## config.mk

```make
export PLATFORM = sky130hd
export DESIGN_NAME = ultrasonic_echo_emulator
export DESIGN_NICKNAME = d
export VERILOG_FILES = /design/src/rtl/ultrasonic_echo_emulator.sv
export SDC_FILE = /design/constraint.sdc
export NUM_CORES = 1
export LEC_CHECK = 0
export ABC_AREA = 0
export BUFFER_PORTS_ARGS = -buffer_cell sky130_fd_sc_hd__buf_2
export CAP_MARGIN = 20
export CORE_AREA = 2 2 111 113
export DETAILED_ROUTE_END_ITERATION = 8
export DIE_AREA = 0 0 113 115
export PLACE_DENSITY = 0.75
export SLEW_MARGIN = 20
export SYNTH_ARGS = -nofsm -noshare
export SYNTH_HDL_FRONTEND = slang
export SYNTH_SLANG_ARGS = --single-unit
```

## constraint.sdc

```tcl
create_clock -name clk -period 4.02 [get_ports clk]
set_clock_uncertainty 0.1 [all_clocks]
set_input_delay 0.804 -clock clk [delete_from_list [all_inputs] [get_ports clk]]
set_output_delay 0.804 -clock clk [all_outputs]
set_load 0.03 [all_outputs]
```

## src/rtl/ultrasonic_echo_emulator.sv

```systemverilog
// HC-SR04-style responder: accepts a trigger, waits a burst delay, then
// drives an echo pulse whose width encodes the programmed distance.
module ultrasonic_echo_emulator #(
  parameter int unsigned TRIG_MIN_CYCLES    = 500,
  parameter int unsigned BURST_DELAY_CYCLES = 10_000,
  parameter int unsigned CYCLES_PER_UNIT    = 2_900,
  parameter int unsigned MAX_DIST           = 400,
  parameter int unsigned TIMEOUT_CYCLES     = 1_900_000,
  parameter int unsigned HOLDOFF_CYCLES     = 500
) (
  input  logic        clk,
  input  logic        rst,
  input  logic        trig,
  input  logic [15:0] distance,
  output logic        echo,
  output logic        busy,
  output logic        trig_err
);

  localparam logic [31:0] TRIG_MIN = 32'(TRIG_MIN_CYCLES);
  localparam logic [31:0] BURST_L  = 32'(BURST_DELAY_CYCLES - 1);
  localparam logic [31:0] UNIT_L   = 32'(CYCLES_PER_UNIT - 1);
  localparam logic [31:0] MAX_D    = 32'(MAX_DIST);
  localparam logic [31:0] TMO_L    = 32'(TIMEOUT_CYCLES - 1);
  localparam logic [31:0] HOLD_L   = 32'(HOLDOFF_CYCLES - 1);

  typedef enum logic [2:0] {
    IDLE,
    TRIG_HIGH,
    BURST,
    ECHO,
    HOLDOFF
  } state_t;

  state_t      state_q, state_d;
  logic        trig_m, trig_s, trig_p;
  logic [31:0] cnt_q, cnt_d;
  logic [31:0] dcnt_q, dcnt_d;
  logic [15:0] dist_q, dist_d;
  logic        tmo_q, tmo_d;
  logic        echo_d, err_d;
  logic        rise, fall;
  logic        unit_wrap, echo_done;
  logic [31:0] dist_last;

  assign rise      = trig_s & ~trig_p;
  assign fall      = ~trig_s & trig_p;
  assign dist_last = {16'd0, dist_q} - 32'd1;
  assign unit_wrap = (cnt_q == UNIT_L);
  // Timeout path is one flat counter; ranged path is unit x distance.
  assign echo_done = tmo_q ? (cnt_q == TMO_L)
                           : (unit_wrap && dcnt_q == dist_last);
  assign busy      = (state_q != IDLE);

  always_ff @(posedge clk or posedge rst) begin
    if (rst) begin
      trig_m   <= 1'b0;
      trig_s   <= 1'b0;
      trig_p   <= 1'b0;
      state_q  <= IDLE;
      cnt_q    <= '0;
      dcnt_q   <= '0;
      dist_q   <= '0;
      tmo_q    <= 1'b0;
      echo     <= 1'b0;
      trig_err <= 1'b0;
    end else begin
      trig_m   <= trig;
      trig_s   <= trig_m;
      trig_p   <= trig_s;
      state_q  <= state_d;
      cnt_q    <= cnt_d;
      dcnt_q   <= dcnt_d;
      dist_q   <= dist_d;
      tmo_q    <= tmo_d;
      echo     <= echo_d;
      trig_err <= err_d;
    end
  end

  always_comb begin
    state_d = state_q;
    cnt_d   = cnt_q;
    dcnt_d  = dcnt_q;
    dist_d  = dist_q;
    tmo_d   = tmo_q;
    echo_d  = echo;
    err_d   = 1'b0;
    unique case (state_q)
      IDLE: begin
        if (rise) begin
          cnt_d   = 32'd1;
          state_d = TRIG_HIGH;
        end
      end
      TRIG_HIGH: begin
        if (fall) begin
          cnt_d = '0;
          if (cnt_q >= TRIG_MIN) begin
            dist_d  = distance;
            tmo_d   = (distance == 16'd0) ||
                      ({16'd0, distance} > MAX_D);
            state_d = BURST;
          end else begin
            err_d   = 1'b1;
            state_d = IDLE;
          end
        end else if (trig_s && cnt_q != 32'hFFFF_FFFF) begin
          cnt_d = cnt_q + 32'd1;
        end
      end
      BURST: begin
        if (cnt_q == BURST_L) begin
          cnt_d   = '0;
          dcnt_d  = '0;
          echo_d  = 1'b1;
          state_d = ECHO;
        end else begin
          cnt_d = cnt_q + 32'd1;
        end
      end
      ECHO: begin
        if (echo_done) begin
          cnt_d   = '0;
          echo_d  = 1'b0;
          state_d = HOLDOFF;
        end else if (!tmo_q && unit_wrap) begin
          cnt_d  = '0;
          dcnt_d = dcnt_q + 32'd1;
        end else begin
          cnt_d = cnt_q + 32'd1;
        end
      end
      HOLDOFF: begin
        if (cnt_q == HOLD_L) begin
          cnt_d   = '0;
          state_d = IDLE;
        end else begin
          cnt_d = cnt_q + 32'd1;
        end
      end
      default: begin
        state_d = IDLE;
        echo_d  = 1'b0;
      end
    endcase
  end

endmodule

```

# --- Word level (Yosys, flattened, before mapping) ---
# Cells that the tools add are included.
op_classes:
  addsub: 3
  magnitude_cmp: 2
  eq_ne: 18
  mux: 26
  bitwise_logic: 5
  reduce_logical: 16
op_table:
  columns: ["op", "n"]
  rows:
  - ["$mux 32", 10]
  - ["$pmux 32 s5", 1]
  - ["$add 32x1->32 const B", 2]
  - ["$pmux 32 s2", 1]
  - ["$eq 32x12->1 const B", 1]
  - ["$eq 32x14->1 const B", 1]
  - ["$eq 32x21->1 const B", 1]
  - ["$eq 32x32->1", 1]
  - ["$eq 32x9->1 const B", 1]
  - ["$ge 32x9->1 const B", 1]
  - ["$ne 32x32->1 const B", 1]
  - ["$sub 16x1->17 const B", 1]
  - ["$gt 16x9->1 const B", 1]
  - ["$logic_not 16->1", 1]
  - ["$mux 3", 5]
  - ["$pmux 3 s5", 1]
  - ["$ne 2x2->1 const B", 7]
  - ["$reduce_and 3->1", 3]
  - ["$eq 3x2->1 const B", 2]
  - ["$mux 1", 6]
  - ["$reduce_and 5->1", 1]
  - ["$reduce_bool 5->1", 1]
  - ["$reduce_and 4->1", 1]
  - ["$eq 3x1->1 const B", 1]
  - ["13 further kinds", 18]
totals:
  ff_bits: 89
  input_bits: 19
  output_inout_bits: 3

# --- Logic depth before layout (Yosys ltp) ---
depth:
  depth_word: 6
  mapped_depth: 13
  depth_no_buf: 9

# --- Least setup slack after synthesis ---
# No wires, ideal clock.
synth_timing:
  path_kind: "register to register"
  from: "reg dist_q[0]"
  to: "reg dcnt_q[1]"
  setup_time_ns: 0.120
  arrival_time_ns: 2.688
  slack_ns: 1.112
  stages_incl_launch_ff: 14
  n_path_buf: 4
  path_cell_list: "dfrtp_1 clkbuf_1 inv_1 ha_1 clkbuf_1 nor3b_1 nand3_1 or3_1 a21oi_1 and4_1 buf_4 buf_6 nor2_1 a31o_2"
synth_between:
  elab_chain_cells: 6
synth_lines:
  columns: ["element", "line", "text"]
  rows:
  - ["from (decl)", "39", "logic [15:0] dist_q, dist_d;"]
  - ["from (signal assigned)", "74", "dist_q <= dist_d;"]
  - ["$sub 16x1->17", "48", "assign dist_last = {16'd0, dist_q} - 32'd1;"]
  - ["$eq 32x32->1", "52", ": (unit_wrap && dcnt_q == dist_last);"]
  - ["$logic_and 1x1->1", "52", null]
  - ["$mux 1", "51", "assign echo_done = tmo_q ? (cnt_q == TMO_L)"]
  - ["$ne 2x2->1 (no source line)", null, null]
  - ["$reduce_and 4->1 (no source line)", null, null]
  - ["to (signal assigned)", "73", "dcnt_q <= dcnt_d;"]
  - ["to (decl)", "38", "logic [31:0] dcnt_q, dcnt_d;"]
# No other way between the ends.
# A chain may end at the register's enable or synchronous reset.

# --- Worst setup path after layout ---
layout_timing:
  from: "reg cnt_q[0]"
  to: "reg dcnt_q[26]"
layout_between:
  elab_chain_cells: 5
  word_cells_on_any_way: 10
  cone_classes: "6 x eq/ne; 1 x mux; 3 x reduce/logical"
layout_lines:
  columns: ["element", "line", "text"]
  rows:
  - ["from (decl)", "37", "logic [31:0] cnt_q, cnt_d;"]
  - ["from (signal assigned)", "72", "cnt_q <= cnt_d;"]
  - ["$eq 32x12->1", "49", "assign unit_wrap = (cnt_q == UNIT_L);"]
  - ["$logic_and 1x1->1", "52", null]
  - ["$mux 1", "51", null]
  - ["$ne 2x2->1 (no source line)", null, null]
  - ["$reduce_and 4->1 (no source line) (*)", null, null]
# Every way passes the cells marked *; elsewhere a longest branch is shown, timed or not.

==> reports/qor.csv <==
stage,metric,value,unit
floorplanning,initial_core_util,48.9,%
critical_path,crit_chain,ha_1 > or4b_4 > nor4_2 > nand3_1 > nor4_2 > and4_1 > buf_4 > or3_1 > a21oi_1,
global_routing,grt_pass1_vias,4962,
clock_network,cts_tree,done,
clock_network,cts.path.max_buffers,2,
logic_synthesis,synthArstFlopShare,100,%
clock_network,worstSkewPairLatency,350,ps
critical_path,endpoint_kind,flip-flop,
critical_path,critPathArrivalTime,3490,ps
final_layout,final_cells,803,
outcome,status,finished clean,
sta,relSlewSlack,31.3,%
global_routing,grt_max_degree,60,
final_layout,layout-drive-gt1-share,12.0,%
power_and_ir_drop,power_density,312,nW/um2
sta,fmax,0.297,GHz
critical_path,cpPeakStageDelay,510,ps
final_layout,layout-area-overhead-vs-synth,7.89,%
final_layout,nNetsFinal,674,
global_routing,antenna_found_initial,0,
logic_synthesis,synthFlopType,dfrtp_1,
clock_network,cts_root_buf,clkbuf_16,
clock_network,htree_levels,3,
sta,drv_slew,0,
critical_path,slowest_stage,and4_1,
sta,hold_viol_final,0,
routing,vias_per_cell,6.45,
logic_synthesis,ys_ff_latch,89,
placed_design,dp_hpwl,9730,um
worst_hold_path,hold_class,reg -> reg,
sta,postLayoutSetupSlackWorst,653,ps
worst_hold_path,whs_path_depth,0,
logic_synthesis,synth_edf_count,0,
floorplanning,rows,40,
logic_synthesis,synth_cell_type_count,76,
logic_synthesis,yosysSeqAreaShare,38.6,%
critical_path,critPathKind,reg -> reg,
placed_design,dp_slack,702,ps
critical_path,r2r-start,cnt_q[0]$_DFFE_PP0P_,
floorplanning,dieArea,13000,um2
final_layout,finish.utilization,52.7,%
global_routing,grt_first_pass_wirelength,24200,um
sta,min_period,3370,ps
critical_path,cp_common_cell,nor4_2,
clock_network,numCtsBuffers,9,
power_and_ir_drop,peakVddDrop,0.000238,V
critical_path,crit_required,4140,ps
global_routing,overflow,0,
critical_path,r2r_end,dcnt_q[26]$_DFFE_PP0P_,
worst_hold_path,min_from,trig_m$_DFF_PP0_,
floorplanning,fp.dieH,115,um
clock_network,post_cts_resized,0,
routing,drt-total-wl,14000,um
routing,route.detailed.drc,0,
critical_path,r2r_cells,9,
logic_synthesis,synth_cells,652,
global_routing,grt_use_total,22.8,%
logic_synthesis,syn_avg_cell_area,8.86,um2
clock_network,clk_pin_slew,60,ps
floorplanning,io_pins,22,
placed_design,routabilityCongestion,0.925,
logic_synthesis,synth_common_cells,"dfrtp_1, nand2_1, a21oi_1, nand3_1, o21ai_0",
clock_network,ctsHoldBuffers,0,
routing,ant_nets,0,
clock_network,clkSinkCount,89,
sta,tightest_slew,1030,ps
placed_design,place_inst,787,
placed_design,portBuffers,21,
critical_path,cp_max_fo,24,
power_and_ir_drop,p_leak,2.49,nW
logic_synthesis,yosysTopAreaCell,dfrtp_1,
floorplanning,die_w,113,um
sta,finalCritPeriodShare,83.7,%
routing,drt-initial-drc-count,513,
routing,via_count,5178,
final_layout,n_antenna_cell,0,
critical_path,startpoint_type,flip-flop,
clock_network,postCtsSetupRepairBufs,0,
job,cap_violations,0,
logic_synthesis,synth_top_area_share,38.6,%
sta,rsz0062_at_grt,false,
routing,drt_first_pass_iters,5,
sta,tns,0,ps
logic_synthesis,synth_fp_nets,675,
routing,wl_per_cell,17.4,um
logic_synthesis,yosys_warnings,0,
critical_path,r2r_slack,650,ps
logic_synthesis,yosys-top-cells-area,"dfrtp_1, a21oi_1, nand3_1, nand2_1, mux2_2",
logic_synthesis,synth_area,5770,um2
sta,finalSetupViolCount,0,
floorplanning,core,11800,um2
logic_synthesis,yosysMostFrequentCell,dfrtp_1,
worst_hold_path,hold_end,trig_s$_DFF_PP0_,
[worst max path at each step]
stage                     slack, ps                endpoint  depth (start not counted)             startpoint
final                           650  dcnt_q[26]$_DFFE_PP0P_                          9   cnt_q[0]$_DFFE_PP0P_
after global routing            330  dcnt_q[14]$_DFFE_PP0P_                         10  dist_q[0]$_DFFE_PP0P_
after CTS                       690  dcnt_q[27]$_DFFE_PP0P_                          9   cnt_q[0]$_DFFE_PP0P_
after detailed placement        700  dcnt_q[27]$_DFFE_PP0P_                          9   cnt_q[0]$_DFFE_PP0P_
after global placement          810  dcnt_q[20]$_DFFE_PP0P_                          9   cnt_q[0]$_DFFE_PP0P_
after floorplan                 810    cnt_q[0]$_DFFE_PP0P_                          1                    rst
[power by group]
group | switching, mW | internal [mW] | leakage, nW
clock network | 0.347 | 0.497 | 0.144
registers | 0.0317 | 0.913 | 1.19
logic | 0.0943 | 0.0580 | 1.16
[flip-flops by register name (all words and copies together), names as in the netlist, 3 cells and up]
signal,cells
dcnt_q,32
dist_q,16
cnt_q,32
state_q,3
[placed cells by master (no fill, tap or decap), types with 10 or more instances in the layout]
cell type	count
nor2_1	28
xor2_1	12
xnor2_1	11
dfrtp_1	89
nand4_1	23
mux2_2	16
nor3_1	15
or3_1	15
buf_4	11
nor4_1	13
inv_1	13
and3_1	21
buf_2	21
and4_1	12
o21ai_0	31
a21oi_1	44
nand2b_1	10
a31oi_1	13
or4_1	18
nand3_1	43
nand2_1	56
o31ai_1	14
[critical path, delay by kind of cell, from the launching register on]
| kind | cells | cell delay (ps) |
|---|---|---|
| AOI/OAI and AO/OA | 1 | 60 |
| buffers and inverters | 1 | 320 |
| DFF | 1 | 390 |
| and+or+nand+nor | 6 | 2140 |
| adders and majority gates | 1 | 230 |
[final cells by class]
type	count	area [um2]
Timing Repair Buffer	32	188
Multi-Input combinational cell	505	3290
Clock inverter	3	40.0
Clock buffer	13	250
Fill cell	1081	5580
Sequential cell	89	2230
Tap cell	147	184
Inverter	14	55.1
[layer usage]
layer	wire length, um	global-route usage [%]	share of wire (%)	vias up
li1	-	-	-	2477
met2	6960	38.2	50	141
met1	6150	29.6	44	2542
met5	0	0	0	-
met3	625	4.90	4.5	18
met4	220	7.97	1.6	0
[through the flow]
stage / power [mW] / area (um2) / hold WS (ps)
floorplan: 1.07 / 5770 / 231
global placement: 1.11 / 5940 / 239
detailed placement: 1.11 / 5940 / 243
CTS: 1.95 / 6230 / 260
global route: 2.02 / 6230 / 263
finish: 1.94 / 6230 / 258
[cells by family after synthesis]
| logic type | Yosys count | synth area share (%) |
|---|---|---|
| AO/OA/AOI/OAI | 158 | 18.0 |
| XOR/XNOR | 23 | 3.49 |
| adder cells (fa/ha/maj) | 5 | 1.04 |
| buffers and inverters | 58 | 4.62 |
| flip-flops | 89 | 38.6 |
| multiplexers | 25 | 4.68 |
| AND/OR/NAND/NOR | 294 | 29.6 |
(Power assumes the default switching activity.)
